**src/rtl/map_uxrom_gen_pkg.sv**
```systemverilog
// Shared mapper definitions: bank-mode codes, save-state indices and the
// PRG bank selection helper used by the discrete-logic mappers.
package map_uxrom_gen_pkg;

    localparam int MODE_UNROM = 0;
    localparam int MODE_180   = 1;
    localparam int MODE_32K   = 2;

    localparam logic [7:0] SS_IDX_PRG   = 8'd0;
    localparam logic [7:0] SS_IDX_CHR   = 8'd1;
    localparam logic [7:0] SS_IDX_FLAGS = 8'd2;
    localparam logic [7:0] SS_IDX_ID    = 8'd127;

    localparam logic [7:0] SS_ID_180   = 8'd180;
    localparam logic [7:0] SS_ID_UNROM = 8'd2;
    localparam logic [7:0] SS_RD_NONE  = 8'hFF;

    // 16 KB bank number for the current CPU access; a14 picks the $C000 half.
    function automatic logic [7:0] bank_sel(input int mode, input logic [7:0] prg,
                                            input logic [7:0] last_bank, input logic a14);
        logic [7:0] bank;
        case (mode)
            MODE_UNROM: bank = a14 ? last_bank : prg;
            MODE_180:   bank = a14 ? prg : 8'h00;
            MODE_32K:   bank = {prg[6:0], a14};
            default:    bank = prg;
        endcase
        return bank;
    endfunction

endpackage

```
**src/rtl/map_uxrom_gen.sv**
```systemverilog
// Generic UxROM-family mapper: PRG/CHR bank latch with optional bus conflicts,
// read-modify-write filtering, single-screen mirroring and save-state access.
module map_uxrom_gen
    import map_uxrom_gen_pkg::*;
#(
    parameter int PRG_BITS  = 4,
    parameter int CHR_BITS  = 0,
    parameter int CHR_SHIFT = 4,
    parameter int MODE      = 0,
    parameter int BUS_CONF  = 1,
    parameter int RMW_FILT  = 1,
    parameter int MIR_BIT   = 8
) (
    input  logic        m2,
    input  logic        map_rst,
    input  logic [14:0] cpu_addr,
    input  logic [7:0]  cpu_dat,
    input  logic [7:0]  prg_dat,
    input  logic        cpu_ce,
    input  logic        cpu_rw,
    input  logic [13:0] ppu_addr,
    input  logic        cfg_mir_v,
    input  logic        ss_act,
    input  logic        ss_we,
    input  logic [7:0]  ss_addr,
    output logic [21:0] prg_addr,
    output logic [16:0] chr_addr,
    output logic        ciram_a10,
    output logic        ciram_ce,
    output logic [7:0]  ss_rdat
);

    localparam int         CHR_W     = (CHR_BITS > 0) ? CHR_BITS : 1;
    localparam logic [7:0] LAST_BANK = 8'((1 << PRG_BITS) - 1);

    logic [PRG_BITS-1:0] prg_r;
    logic [CHR_W-1:0]    chr_r;
    logic                mir_r;
    logic                wr_last_r;

    logic [7:0]       eff_s;
    logic             cpu_wr_s;
    logic             accept_s;
    logic [CHR_W-1:0] chr_new_s;
    logic [CHR_W-1:0] chr_eff_s;
    logic             mir_new_s;
    logic [7:0]       bank_s;
    logic             unused_bits_s;

    assign cpu_wr_s      = !cpu_ce && !cpu_rw;
    assign eff_s         = (BUS_CONF != 0) ? (cpu_dat & prg_dat) : cpu_dat;
    assign accept_s      = cpu_wr_s && !ss_act && !((RMW_FILT != 0) && wr_last_r);
    assign unused_bits_s = ^{eff_s, prg_dat};

    generate
        if (CHR_BITS > 0) begin : g_chr
            assign chr_new_s = eff_s[CHR_SHIFT +: CHR_BITS];
            assign chr_eff_s = chr_r;
        end else begin : g_no_chr
            assign chr_new_s = {CHR_W{1'b0}};
            assign chr_eff_s = {CHR_W{1'b0}};
        end
        if (MIR_BIT < 8) begin : g_mir
            assign mir_new_s = eff_s[MIR_BIT];
        end else begin : g_no_mir
            assign mir_new_s = mir_r;
        end
    endgenerate

    // Bank latch on the m2 fall; save-state access owns the registers while active.
    always_ff @(negedge m2 or posedge map_rst) begin
        if (map_rst) begin
            prg_r     <= {PRG_BITS{1'b0}};
            chr_r     <= {CHR_W{1'b0}};
            mir_r     <= 1'b0;
            wr_last_r <= 1'b0;
        end else if (ss_act) begin
            if (ss_we) begin
                case (ss_addr)
                    SS_IDX_PRG:   prg_r <= cpu_dat[PRG_BITS-1:0];
                    SS_IDX_CHR:   chr_r <= cpu_dat[CHR_W-1:0];
                    SS_IDX_FLAGS: {wr_last_r, mir_r} <= cpu_dat[1:0];
                    default:      prg_r <= prg_r;
                endcase
            end
        end else begin
            // Filtered writes still mark the cycle, so a write chain keeps only its first.
            wr_last_r <= cpu_wr_s;
            if (accept_s) begin
                prg_r <= eff_s[PRG_BITS-1:0];
                chr_r <= chr_new_s;
                mir_r <= mir_new_s;
            end
        end
    end

    assign bank_s    = bank_sel(MODE, 8'(prg_r), LAST_BANK, cpu_addr[14]);
    assign prg_addr  = {bank_s, cpu_addr[13:0]};
    assign chr_addr  = {4'(chr_eff_s), ppu_addr[12:0]};
    assign ciram_ce  = !ppu_addr[13];
    assign ciram_a10 = (MIR_BIT < 8) ? mir_r : (cfg_mir_v ? ppu_addr[10] : ppu_addr[11]);

    // Save-state readback mux, combinational so it can be read without an m2 edge.
    always_comb begin
        ss_rdat = SS_RD_NONE;
        case (ss_addr)
            SS_IDX_PRG:   ss_rdat = 8'(prg_r);
            SS_IDX_CHR:   ss_rdat = 8'(chr_eff_s);
            SS_IDX_FLAGS: ss_rdat = {6'b000000, wr_last_r, mir_r};
            SS_IDX_ID:    ss_rdat = (MODE == MODE_180) ? SS_ID_180 : SS_ID_UNROM;
            default:      ss_rdat = SS_RD_NONE;
        endcase
    end

endmodule

```
**config.mk**
```make
export PLATFORM = sky130hd
export DESIGN_NAME = map_uxrom_gen
export DESIGN_NICKNAME = d
export VERILOG_FILES = /design/src/rtl/map_uxrom_gen_pkg.sv /design/src/rtl/map_uxrom_gen.sv
export SDC_FILE = /design/constraint.sdc
export NUM_CORES = 1
export LEC_CHECK = 0
export BUFFER_PORTS_ARGS = -buffer_cell sky130_fd_sc_hd__buf_2
export CAP_MARGIN = 10
export CORE_MARGIN = 2
export CORE_UTILIZATION = 33
export DETAILED_ROUTE_END_ITERATION = 7
export PLACE_DENSITY = 0.93
export SYNTH_ARGS = -nofsm -noshare
export SYNTH_HDL_FRONTEND = slang
export SYNTH_SLANG_ARGS = --single-unit
```
**constraint.sdc**
```tcl
create_clock -name m2 -period 1.6 [get_ports m2]
set_input_delay 0 -clock m2 [delete_from_list [all_inputs] [get_ports m2]]
set_output_delay 0 -clock m2 [all_outputs]
set_load 0.05 [all_outputs]
```
==> impl_results.md <==
* Status: finished with violations
* Failing checks: setup timing
* Number of synthesized register bits at 6
* HP Class: input port to output port
* # fillers at 236
* Clk sinks at 6
* Final Util at 47.7%
* Nets at 191
* RSZ-0062 raised after global routing: yes
* Setup crit end kind: output port
* R2r setup slk at 0.32 ns
* Crit Path Class: flip-flop to output port
* Starting Density at 35.6%
* Most common cell after layout, fill and taps aside: buf_2
* Number of synthesized flops with an enable pin at 0
* Design Area, Final at 1070 sq um
* Post-detail-place hpwl at 1460 um
* Post-route ant nets at 0
* Reported leakage power at 0.544 nW
* Syn Inst Count at 99
* RR Endpoint: prg_r[2]
* Ys async rst share at 100%
* Crit path arrival time at 2.10 ns
* Final Hold Viols at 0
* Routed vias at 707
* Total GRT Usage at 13.9%
* GP Congestion at 0.718
* Post-synth top flop: dfrtn_1
* Worst path slowest cell: dfrtn_1
* Chip width at 53.3 um
* I/O Buffers at 42
* Worst slack, placed at -0.686 ns
* Initial antenna violation count at 0
* Vias per inst at 4.50
* Fin Hold WS at 0.0000193 ns
* Clock Path Buffers at 2
* CP bufs+invs at 1
* Max Slew Vio Count at 0
* Post-Syn Area at 802 sq um
* Ant. Diodes at 0
* Hold path startpoint: cpu_addr[1]
* Clock tree from TritonCTS: done
* Net switching power at 0.000321 W
* Seq pwr share at 27.0%
* Drc violations at 0
* Switching part of the total at 40.8%
* Clk_skew at 0.000567 ns
* Startpoint Class: flip-flop
* Yosys warns at 0
* Vias in the first global route at 649
* CP Max Fanout at 2
* Die area at 2840 sq um
* Synth cell types at 32
* Clk_lat worst skew at 0.26 ns
* Worst EP required at 1.60 ns
* Avg Inst Size Synth at 8.10 sq um
* DRC marker count from the first detailed-route iteration at 7
* Site row count at 17
* Post-Route WL at 1910 um
* Multi-input logic area at 413 sq um
* Area after DPL at 892 sq um
* Worst Slack Setup Final at -0.503 ns
* CTS Buf Count at 3
* Worst r2r path cells at 4
* Htree depth at 1
* Core ar. at 2250 sq um
* Comb pwr share at 55.4%
* Sequential area share after synthesis at 18.7%
* Sequential cell area at 150 sq um
* Wire length per cell at 12.2 um
* Int Pwr at 0.000464 W
* Drt pass-1 iters at 4
* Syn-to-layout area delta at 34.0%
* Die Span Y at 53.3 um
* Clock transition at path regs at 0.03 ns
* RR Startpoint: wr_last_r
* Top Ports at 109
* Total congestion overflow at 0
* Hold Path Stages at 0
* Worst Hold End: prg_addr[1]
* Top cell family by delay on the critical path: flip-flops
* Setup TNS at -4.76 ns
* CTS root buf: clkbuf_4
* First-pass GRT wire length at 2780 um
* Cells along the critical path: o22ai_2, a21o_2, a31oi_2, buf_6
* Pin count of the biggest net entering global routing at 7
* Clock Power Share at 17.6%
* Pwr Density at 730 nW/um^2
* Max_cap viols at 0
* Setup violations, final at 14
* Commonest non-fill, non-tap cells in the layout: buf_2 (33), buf_4 (15), conb_1 (8), buf_6 (8)
* Fraction of final layout cells sized beyond drive strength 1 at 63.6%
* CP max stage delay at 0.43 ns
* Worst vdd ir at 0.000460 V
## layout make-up
type / count / share of cell area [%]
flip-flops and latches: 6 / 14.0
multi-input cells: 53 / 38.4
inverters: 7 / 2.44
clock buffers: 3 / 2.10
repair buffers: 60 / 39.8
well taps: 28 / 3.26
## Yosys cell counts, types with 2 or more instances
cell type,instances,area (sq um)
a31oi_1,2,12.5
o22ai_1,2,12.5
buf_4,38,285
nor3_1,2,10.0
a21boi_0,2,15.0
nor2_1,2,7.51
or2_2,4,25.0
o21ai_0,6,30.0
dfrtn_1,6,150
inv_1,7,26.3
mux2i_1,4,40.0
nand2_1,4,15.0
## how the worst max path moves through the flow
stage | from | end | cells after the start
after CTS | prg_r[0] | ss_rdat[0] | 4
after global routing | prg_r[0] | ss_rdat[0] | 4
after global placement | ss_addr[4] | mir_new_s | 5
after detailed placement | ss_addr[4] | mir_new_s | 5
after floorplan | ss_addr[4] | mir_new_s | 5
final | prg_r[0] | ss_rdat[0] | 4
## per-stage QoR
stage,total power [W],instances
6_report,0.000785,157
3_3_place_gp,0.000528,148
2_1_floorplan,0.000604,106
3_5_place_dp,0.000533,148
5_1_grt,0.000836,157
4_1_cts,0.000776,155
## flip-flops by register name, summed over array words and instances (netlist names)
register / count
mir_new_s: 1
prg_r: 4
wr_last_r: 1
## worst reg2reg max path, cell delays in order (launching register included)
cell	delay, ns
dfrtn_1	0.35
buf_4	0.14
nor4_1	0.35
a31o_4	0.19
mux2i_1	0.08
## routing by layer
metal / wire (um) / share of wire, % / vias to the layer above / track usage (%)
met5: 0 / 0 / - / 0
met4: 54 / 2.8 / 0 / 8.55
met3: 198 / 10 / 10 / 5.37
met2: 912 / 48 / 44 / 22.8
met1: 743 / 39 / 305 / 14.8
li1: - / - / 348 / -
## power groups by stage
stage                     sequential, W  combinational (W)  clock, W
after global placement         0.000207           0.000321         0
after CTS                      0.000211           0.000418  0.000147
after detailed placement       0.000208           0.000325         0
final                          0.000212           0.000435  0.000138
after global routing           0.000214           0.000464  0.000159
after floorplan                0.000198           0.000406         0
## cells by family after synthesis
| family | count (synthesis) | share of synthesized area, % |
|---|---|---|
| buf+inv | 47 | 40.9 |
| simple gates | 22 | 18.3 |
| compound gates | 17 | 13.4 |
| mux | 6 | 8.27 |
| flops | 6 | 18.7 |
| other cells | 1 | 0.468 |
## what timing repair did
item,CTS,global route
gates resized for setup,32,3
hold buffers,0,0
endpoints found under the setup margin,14,14
buffers inserted,4,3
pin swaps,12,5
gates cloned,0,0
Note: power is estimated with default switching activity, not from simulation.
